--- config.mk ---
export PLATFORM = sky130hd
export DESIGN_NAME = ahb_req_arbiter
export DESIGN_NICKNAME = d
export VERILOG_FILES = /design/src/rtl/ahb_req_arbiter.sv
export SDC_FILE = /design/constraint.sdc
export NUM_CORES = 1
export LEC_CHECK = 0
export ABC_AREA = 1
export CAP_MARGIN = 10
export CORE_AREA = 10 10 162 164
export CTS_BUF_LIST = sky130_fd_sc_hd__clkbuf_4 sky130_fd_sc_hd__clkbuf_8 sky130_fd_sc_hd__clkbuf_16
export DETAILED_ROUTE_END_ITERATION = 8
export DIE_AREA = 0 0 172 174
export GPL_TIMING_DRIVEN = 1
export SETUP_SLACK_MARGIN = 0.3
export SYNTH_ARGS = -nofsm -noshare
export SYNTH_HDL_FRONTEND = slang
export SYNTH_SLANG_ARGS = --single-unit
--- constraint.sdc ---
create_clock -name HCLK -period 2.8 [get_ports HCLK]
set_input_delay 0.56 -clock HCLK [delete_from_list [all_inputs] [get_ports HCLK]]
set_output_delay 0.56 -clock HCLK [all_outputs]
set_load 0.005 [all_outputs]
--- src/rtl/ahb_req_arbiter.sv ---
// ahb_req_arbiter: round-robin arbiter that shares the single ahbmaster_wrapper
// request port among NUM_REQ EFLX-side requesters. The winner's address,
// direction and clamped burst length are latched. Beats are counted, a
// no-progress watchdog aborts stalled transfers, and per-requester done/err
// pulses are produced.

module ahb_req_arbiter #(
    parameter int NUM_REQ    = 4,
    parameter int ADDR_WIDTH = 32,
    parameter int DATA_WIDTH = 32,
    parameter int LEN_WIDTH  = 5,
    parameter int TIMEOUT    = 64
) (
    input  logic                          HCLK,
    input  logic                          HRESET,
    input  logic [NUM_REQ-1:0]            req_valid,
    input  logic [NUM_REQ-1:0]            req_write,
    input  logic [NUM_REQ*ADDR_WIDTH-1:0] req_addr,
    input  logic [NUM_REQ*LEN_WIDTH-1:0]  req_len,
    input  logic [NUM_REQ*DATA_WIDTH-1:0] req_wdata,
    output logic [NUM_REQ-1:0]            req_wack,
    output logic [DATA_WIDTH-1:0]         req_rdata,
    output logic [NUM_REQ-1:0]            req_rvalid,
    output logic [NUM_REQ-1:0]            req_done,
    output logic [NUM_REQ-1:0]            req_err,
    output logic [NUM_REQ-1:0]            grant,
    output logic [ADDR_WIDTH-1:0]         TARGET_ADDRESS,
    output logic                          writereq,
    output logic                          readreq,
    output logic [DATA_WIDTH-1:0]         eflx_rdata,
    input  logic                          eflx_rvalid_data,
    input  logic                          eflx_wvalid_data,
    input  logic [DATA_WIDTH-1:0]         eflx_wdata
);

    localparam int IDX_W = (NUM_REQ > 1) ? $clog2(NUM_REQ) : 1;
    localparam int WD_W  = (TIMEOUT > 1) ? $clog2(TIMEOUT) : 1;
    localparam int CNT_W = 5;
    localparam logic [WD_W-1:0]    WD_LAST   = WD_W'(TIMEOUT - 1);
    localparam logic [IDX_W:0]     NUM_REQ_C = (IDX_W + 1)'(NUM_REQ);
    localparam logic [NUM_REQ-1:0] ONE_HOT0  = {{(NUM_REQ - 1){1'b0}}, 1'b1};

    typedef enum logic [1:0] {
        ST_IDLE = 2'd0,
        ST_XFER = 2'd1,
        ST_DONE = 2'd2
    } state_t;

    // Burst length as used by the beat counter: 0 means one beat, anything
    // above 16 is limited to a 16-beat burst.
    function automatic logic [CNT_W-1:0] clamp_len(input logic [LEN_WIDTH-1:0] raw);
        logic [31:0] ext;
        ext = 32'(raw);
        if (ext == 32'd0) begin
            clamp_len = 5'd1;
        end else if (ext > 32'd16) begin
            clamp_len = 5'd16;
        end else begin
            clamp_len = ext[CNT_W-1:0];
        end
    endfunction

    state_t                  state_r, state_n;
    logic [NUM_REQ-1:0]      grant_r, grant_n;
    logic [IDX_W-1:0]        gidx_r, gidx_n;
    logic [IDX_W-1:0]        ptr_r, ptr_n;
    logic [ADDR_WIDTH-1:0]   addr_r, addr_n;
    logic                    writereq_r, writereq_n;
    logic                    readreq_r, readreq_n;
    logic [NUM_REQ-1:0]      done_r, done_n;
    logic [NUM_REQ-1:0]      err_r, err_n;
    logic [CNT_W-1:0]        len_r, len_n;
    logic [CNT_W-1:0]        beat_r, beat_n;
    logic [WD_W-1:0]         wdog_r, wdog_n;

    logic                    win_found_s;
    logic [IDX_W-1:0]        win_idx_s;
    logic [IDX_W:0]          cand_s;
    logic                    ack_s;
    logic [DATA_WIDTH-1:0]   eflx_rdata_s;

    // Round-robin search: nearest asserted request after the last owner, with wrap.
    always_comb begin
        win_found_s = 1'b0;
        win_idx_s   = '0;
        cand_s      = '0;
        for (int k = NUM_REQ; k >= 1; k--) begin
            cand_s = {1'b0, ptr_r} + (IDX_W + 1)'(k);
            if (cand_s >= NUM_REQ_C) begin
                cand_s = cand_s - NUM_REQ_C;
            end else begin
                cand_s = cand_s;
            end
            if (req_valid[cand_s[IDX_W-1:0]]) begin
                win_found_s = 1'b1;
                win_idx_s   = cand_s[IDX_W-1:0];
            end else begin
                win_found_s = win_found_s;
                win_idx_s   = win_idx_s;
            end
        end
    end

    // Beat acknowledge follows the direction of the running transfer only.
    always_comb begin
        ack_s = 1'b0;
        if (writereq_r) begin
            ack_s = eflx_rvalid_data;
        end else if (readreq_r) begin
            ack_s = eflx_wvalid_data;
        end else begin
            ack_s = 1'b0;
        end
    end

    // Next-state and next-register values of the arbitration FSM.
    always_comb begin
        state_n    = state_r;
        grant_n    = grant_r;
        gidx_n     = gidx_r;
        ptr_n      = ptr_r;
        addr_n     = addr_r;
        writereq_n = writereq_r;
        readreq_n  = readreq_r;
        done_n     = '0;
        err_n      = '0;
        len_n      = len_r;
        beat_n     = beat_r;
        wdog_n     = wdog_r;
        case (state_r)
            ST_IDLE: begin
                if (win_found_s) begin
                    grant_n    = ONE_HOT0 << win_idx_s;
                    gidx_n     = win_idx_s;
                    addr_n     = req_addr[int'(win_idx_s)*ADDR_WIDTH +: ADDR_WIDTH];
                    writereq_n = req_write[win_idx_s];
                    readreq_n  = ~req_write[win_idx_s];
                    len_n      = clamp_len(req_len[int'(win_idx_s)*LEN_WIDTH +: LEN_WIDTH]);
                    beat_n     = '0;
                    wdog_n     = '0;
                    state_n    = ST_XFER;
                end else begin
                    state_n    = ST_IDLE;
                end
            end
            ST_XFER: begin
                if (ack_s) begin
                    wdog_n = '0;
                    if (beat_r == (len_r - 5'd1)) begin
                        writereq_n = 1'b0;
                        readreq_n  = 1'b0;
                        done_n     = grant_r;
                        state_n    = ST_DONE;
                    end else begin
                        beat_n     = beat_r + 5'd1;
                    end
                end else if (wdog_r == WD_LAST) begin
                    writereq_n = 1'b0;
                    readreq_n  = 1'b0;
                    err_n      = grant_r;
                    state_n    = ST_DONE;
                end else begin
                    wdog_n     = wdog_r + WD_W'(1);
                end
            end
            ST_DONE: begin
                ptr_n   = gidx_r;
                grant_n = '0;
                state_n = ST_IDLE;
            end
            default: begin
                grant_n    = '0;
                writereq_n = 1'b0;
                readreq_n  = 1'b0;
                state_n    = ST_IDLE;
            end
        endcase
    end

    // State and datapath registers; reset leaves requester 0 with first priority.
    always_ff @(posedge HCLK or posedge HRESET) begin
        if (HRESET) begin
            state_r    <= ST_IDLE;
            grant_r    <= '0;
            gidx_r     <= '0;
            ptr_r      <= IDX_W'(NUM_REQ - 1);
            addr_r     <= '0;
            writereq_r <= 1'b0;
            readreq_r  <= 1'b0;
            done_r     <= '0;
            err_r      <= '0;
            len_r      <= '0;
            beat_r     <= '0;
            wdog_r     <= '0;
        end else begin
            state_r    <= state_n;
            grant_r    <= grant_n;
            gidx_r     <= gidx_n;
            ptr_r      <= ptr_n;
            addr_r     <= addr_n;
            writereq_r <= writereq_n;
            readreq_r  <= readreq_n;
            done_r     <= done_n;
            err_r      <= err_n;
            len_r      <= len_n;
            beat_r     <= beat_n;
            wdog_r     <= wdog_n;
        end
    end

    // Write-data steering from the current owner; zero when nobody is granted.
    always_comb begin
        eflx_rdata_s = '0;
        for (int i = 0; i < NUM_REQ; i++) begin
            if (grant_r[i]) begin
                eflx_rdata_s = req_wdata[i*DATA_WIDTH +: DATA_WIDTH];
            end else begin
                eflx_rdata_s = eflx_rdata_s;
            end
        end
    end

    assign req_wack       = {NUM_REQ{eflx_rvalid_data & writereq_r}} & grant_r;
    assign req_rvalid     = {NUM_REQ{eflx_wvalid_data & readreq_r}} & grant_r;
    assign req_rdata      = eflx_wdata;
    assign req_done       = done_r;
    assign req_err        = err_r;
    assign grant          = grant_r;
    assign TARGET_ADDRESS = addr_r;
    assign writereq       = writereq_r;
    assign readreq        = readreq_r;
    assign eflx_rdata     = eflx_rdata_s;

endmodule

==> results.md <==
Detailed routing:
- The overall routed net length is 28000 µm.
- For this run, design rule violations remaining after detail routing come to 0.
- In the final routed layout, each cell accounts on average for 20.0 µm.
- The final route contains 6582 vias.
- After the first detailed-routing iteration, the DRC count stood at 340.
- The number of routed nets with antenna violations is 0.
- Dividing the detail-routed via count by the number of cells gives 4.69.
- The total iterations of the first detailed-routing run is 5.

Synth:
- During synthesis, Yosys emitted a total of 0 warnings.
- The share of the synthesized netlist area taken by xor and xnor gates is 1.50%.
- In this run, synthesis inferred 0 flip-flops with an integrated enable.
- The area share of and/or/nand/nor cells after synthesis is 35.1%.
- The post-synthesis cell type count is 44.
- Counting flops with an async set or reset pin after synthesis yields a share of 100%.
- The largest family of logic cells by synthesized area is simple AND/OR/NAND/NOR gates.
- Sequential elements use 32.3% of the synthesized area.
- For this run, the leading register cell type out of synthesis is dfrtp_1.
- Of the total synthesized cell area, the portion taken by full adders, half adders and majority gates is 0.712%.
- The number of nets handed over by synthesis was 1077.
- In this run, synthesis produced a sequential element count of 68.
- Of the post-synthesis cell area, the part taken by muxes is 0%.
- Synthesis produced a netlist whose cell count is 754.
- Summing the areas of all compound-gate instances in the mapped netlist gives 18.2% of the synthesized area.
- A synthesized cell averages 6.99 µm².
- Summing every instance area after synthesis gives 5270 µm².

Global routing:
- The first global-routing pass estimated 41400 µm of wire.
- The number of global-route vias before repair came to 6890.
- Summed over all layers, the global routing overflow is 0.
- The number of antenna violations at the first check in global routing came to 8.
- Entering global routing, the biggest net connects 69 pins.
- For this run, the total global-route usage over all layers was measured as 18.0%.

CTS:
- Buffers inserted to repair hold after CTS numbered 0.
- The tree is rooted in a clkbuf_16.
- The clock-pin slew of the registers on the worst-case setup and hold paths is 60 ps.
- The H-tree was split into 3 levels.
- The clock tree from TritonCTS is done.
- The clock reaches the later pin of the worst-skew pair after 340 ps.
- Counting the buffers created by CTS gives 9.
- The maximum root-to-sink buffer count is 2.
- For this design, the sink count on the clock tree is 68.

Status:
- The flow ran to the end, and the final reports show no timing, DRC or antenna violations.

STA:
- Derived from the worst setup path, the maximum achievable clock frequency is 382 MHz.
- The number of pins exceeding their max-slew limit in the final report was 0.
- The slew at the pin with the worst max-slew slack is 408 ps.
- The post-layout worst setup margin is 183 ps.
- Setup repair after global routing could not meet its margin everywhere.
- The worst pin sits at a relative slew slack of 72.7%.
- The smallest clock period supported by the final layout is computed as 2620 ps.
- The number of hold-slack violations in the final timing report is 0.
- The final worst-path cycle share is 93.5%.
- The final setup skew is 5.02 ps.
- Setup violations remaining at the end of the flow were counted as 0.
- Summed over all failing endpoints, the final setup total negative slack is 0 ps.

Pwr:
- VDD sags by at most 574 µV.
- In this run switching power makes up 46.0% of total power.
- The clock network power share is 11.7%.
- The power per cell area is 944 nW/µm².
- The net switching power is 0.00419 W.
- Combinational cells account for 70.4% of the total power.
- The analysis attributes to cell leakage a power of 4.27 nW.
- The sequential cell fraction of total power is 18.0%.
- The internal portion of the total power is 0.00492 W.

Setup path:
- The cell with the biggest individual delay on the critical path is clkdlybuf4s50_1.
- The capturing element of the worst setup path is eflx_rdata[31].
- Counting buffers and inverters, the worst setup path is 5 cells deep.
- In this run the worst path has a maximum fanout of 34.
- The signal on the critical path passes through buf_8, a221oi_1, o31ai_1, buf_4, clkdlybuf4s50_1.
- For the worst setup path, the data arrival time is 2060 ps.
- The critical path buffer and inverter count is 3.
- The launching element type of the critical path is a flip-flop.
- The capture instance of the worst register-to-register path is len_r[3]$_DFFE_PP0P_.
- The type of the setup path with the least slack is reg -> out.
- The slack of the worst reg-to-reg path is 550 ps.
- STA puts the critical path data required time at 2240 ps.
- The element type at the critical path end is an output pin.
- The launching element of the worst setup path is grant[1]$_DFFE_PP0P_.
- The cell family contributing the most delay on the critical path is buffers and inverters.
- On the worst path, the slowest cell contributes a delay of 500 ps.
- The startpoint of the lowest-slack register-to-register path is ptr_r[0]$_DFFE_PP1P_.
- Measured in cells, the most critical reg-to-reg path has a length of 15.

Floorplan:
- The total area inside the core boundary comes to 23100 µm².
- The effective utilization at floorplan is 22.8%.
- The number of placement rows is 56.
- The die is 174 µm tall.
- The die span in x is 172 µm.
- The die outline area is 29900 µm².
- The top-level I/O count is 438.

Placed design:
- The last weighted congestion value of the routability-driven placer is 0.907.
- The placement-stage worst setup slack is 138 ps.
- The count of buffers added on input and output ports is 373.
- The cell area after placement is 9200 µm².
- Summed over all nets, the half-perimeter wirelength after detailed placement is 23100 µm.

Finish:
- With fillers left out, the area of the finished cells amounts to 9650 µm².
- Cells with a size suffix above 1 make up 9.12% of the layout.
- The post-synthesis to final-layout area growth is 83.1%.
- The most common library cell in the layout ignoring fill and taps is clkdlybuf4s50_1.
- The final net count is 1425.
- The register cell area after layout is 1710 µm².
- The final design utilization is 41.7%.
- The multi-input combinational cells in the finished layout cover a total of 2950 µm².
- In the layout the commonest cells are 342 x clkdlybuf4s50_1, 267 x nand2_1, 77 x nor2_1.
- The number of inserted filler cells in the final layout is 2350.

Job:
- Max-cap violations in this run came to 0.

Hold path:
- The worst min-delay path category is reg -> reg.
registers in the layout, summed over array words and instances, names as in the netlist:
register and cells:
gidx_r 2, ptr_r 2, req_err 4, TARGET_ADDRESS 32, beat_r 5, state_r 2
readreq 1, len_r 5, writereq 1, wdog_r 6, req_done 4, grant 4
cell type report:
| cell class | count | share of cell area (%) |
|---|---|---|
| Inverter | 45 | 1.91 |
| Timing Repair Buffer | 411 | 43.1 |
| Multi-Input combinational cell | 567 | 30.6 |
| Tap cell | 290 | 3.76 |
| Sequential cell | 68 | 17.7 |
| Clock buffer | 11 | 2.55 |
| Antenna cell | 6 | 0.156 |
| Clock inverter | 5 | 0.285 |
cells by family (layout without fill, tap and decap cells):
group | Yosys count | after routing
AOI/OAI and AO/OA | 132 | 132
xor gates and xnor gates | 9 | 9
adders and majority gates | 3 | 3
buffers and inverters | 119 | 472
DFF | 68 | 68
other | 0 | 6
and+or+nand+nor | 423 | 423
how the worst min path moves through the flow:
| stage | startpoint | endpoint | slack, ps | cells past startpoint |
|---|---|---|---|---|
| 6_report | TARGET_ADDRESS[11]$_DFFE_PP0P_ | TARGET_ADDRESS[11]$_DFFE_PP0P_ | 480 | 2 |
| 5_1_grt | TARGET_ADDRESS[11]$_DFFE_PP0P_ | TARGET_ADDRESS[11]$_DFFE_PP0P_ | 510 | 2 |
| 4_1_cts | TARGET_ADDRESS[11]$_DFFE_PP0P_ | TARGET_ADDRESS[11]$_DFFE_PP0P_ | 480 | 2 |
| 3_5_place_dp | TARGET_ADDRESS[17]$_DFFE_PP0P_ | TARGET_ADDRESS[17]$_DFFE_PP0P_ | 470 | 2 |
| 3_3_place_gp | TARGET_ADDRESS[15]$_DFFE_PP0P_ | TARGET_ADDRESS[15]$_DFFE_PP0P_ | 460 | 2 |
| 2_1_floorplan | gidx_r[0]$_DFFE_PP0P_ | gidx_r[0]$_DFFE_PP0P_ | 450 | 2 |
synth_stat cells, types with 2 or more instances:
master    instances  area [µm²]
a22oi_1          12        90.1
nor2_1           79         297
nand3b_1          3        22.5
dfrtp_1          66        1650
inv_2             5        18.8
nand2_1         267        1000
a41oi_2           2        32.5
inv_1            37         139
a221oi_1         32         280
ha_1              3        37.5
buf_6             6        67.6
o21ai_1           3        15.0
o31ai_1          32         240
nand2_4           5        56.3
o21a_1            2        15.0
nand3_1          23         115
dfstp_2           2        52.6
o21ai_0          16        80.1
a22oi_2           2        25.0
nor2_8            3        60.1
nor3_1            6        30.0
buf_4            37         278
inv_4             3        18.8
a31oi_1          10        62.6
clkbuf_1         26        97.6
xor2_1            6        52.6
buf_2             3        15.0
nand2_2           8        50.1
nand4_1          20         125
o22ai_1           3        18.8
buf_1             2        7.51
a21oi_1          16        80.1
xnor2_1           3        26.3
per-layer routing:
metal | track usage, % | vias to the layer above | routed length (µm)
met1 | 18.7 | 3003 | 10400
met3 | 7.36 | 37 | 3080
met2 | 30.7 | 332 | 13700
met4 | 8.37 | 2 | 824
li1 | - | 3208 | -
met5 | 0 | - | 17
power by group through the flow:
stage                     combinational, W  sequential [W]  clock, W
after detailed placement           0.00637         0.00165         0
after global routing               0.00711         0.00169   0.00114
after floorplan                    0.00378         0.00160         0
after global placement             0.00633         0.00165         0
final                              0.00641         0.00164   0.00106
after CTS                          0.00635         0.00165   0.00110
what timing repair did:
item                                    in CTS  in global routing
gates resized for setup                     26                 26
pin swaps                                    5                  4
endpoints found under the setup margin      37                 30
buffers inserted                             3                 11
cloned                                       1                  0
worst reg2reg max path, cell delays in order (launching register included):
cell,delay (ps)
dfstp_2,620
inv_4,80
nand2_4,60
nand2_2,70
nand2_1,110
nand2_2,80
nand2_4,80
nand3_4,120
nand2_8,190
inv_4,80
nor2_8,250
nand2_1,80
nand3_1,120
nor2_4,60
o21ai_1,70
nand2_1,60
per-stage QoR:
step / hold slack (ps) / std cells / total power, W
2_1_floorplan: 453 / 754 / 0.00538
3_3_place_gp: 463 / 1366 / 0.00798
3_5_place_dp: 466 / 1366 / 0.00803
4_1_cts: 484 / 1386 / 0.00910
5_1_grt: 506 / 1403 / 0.00994
6_report: 481 / 1403 / 0.00911
Power figures use the tool's default switching activity.
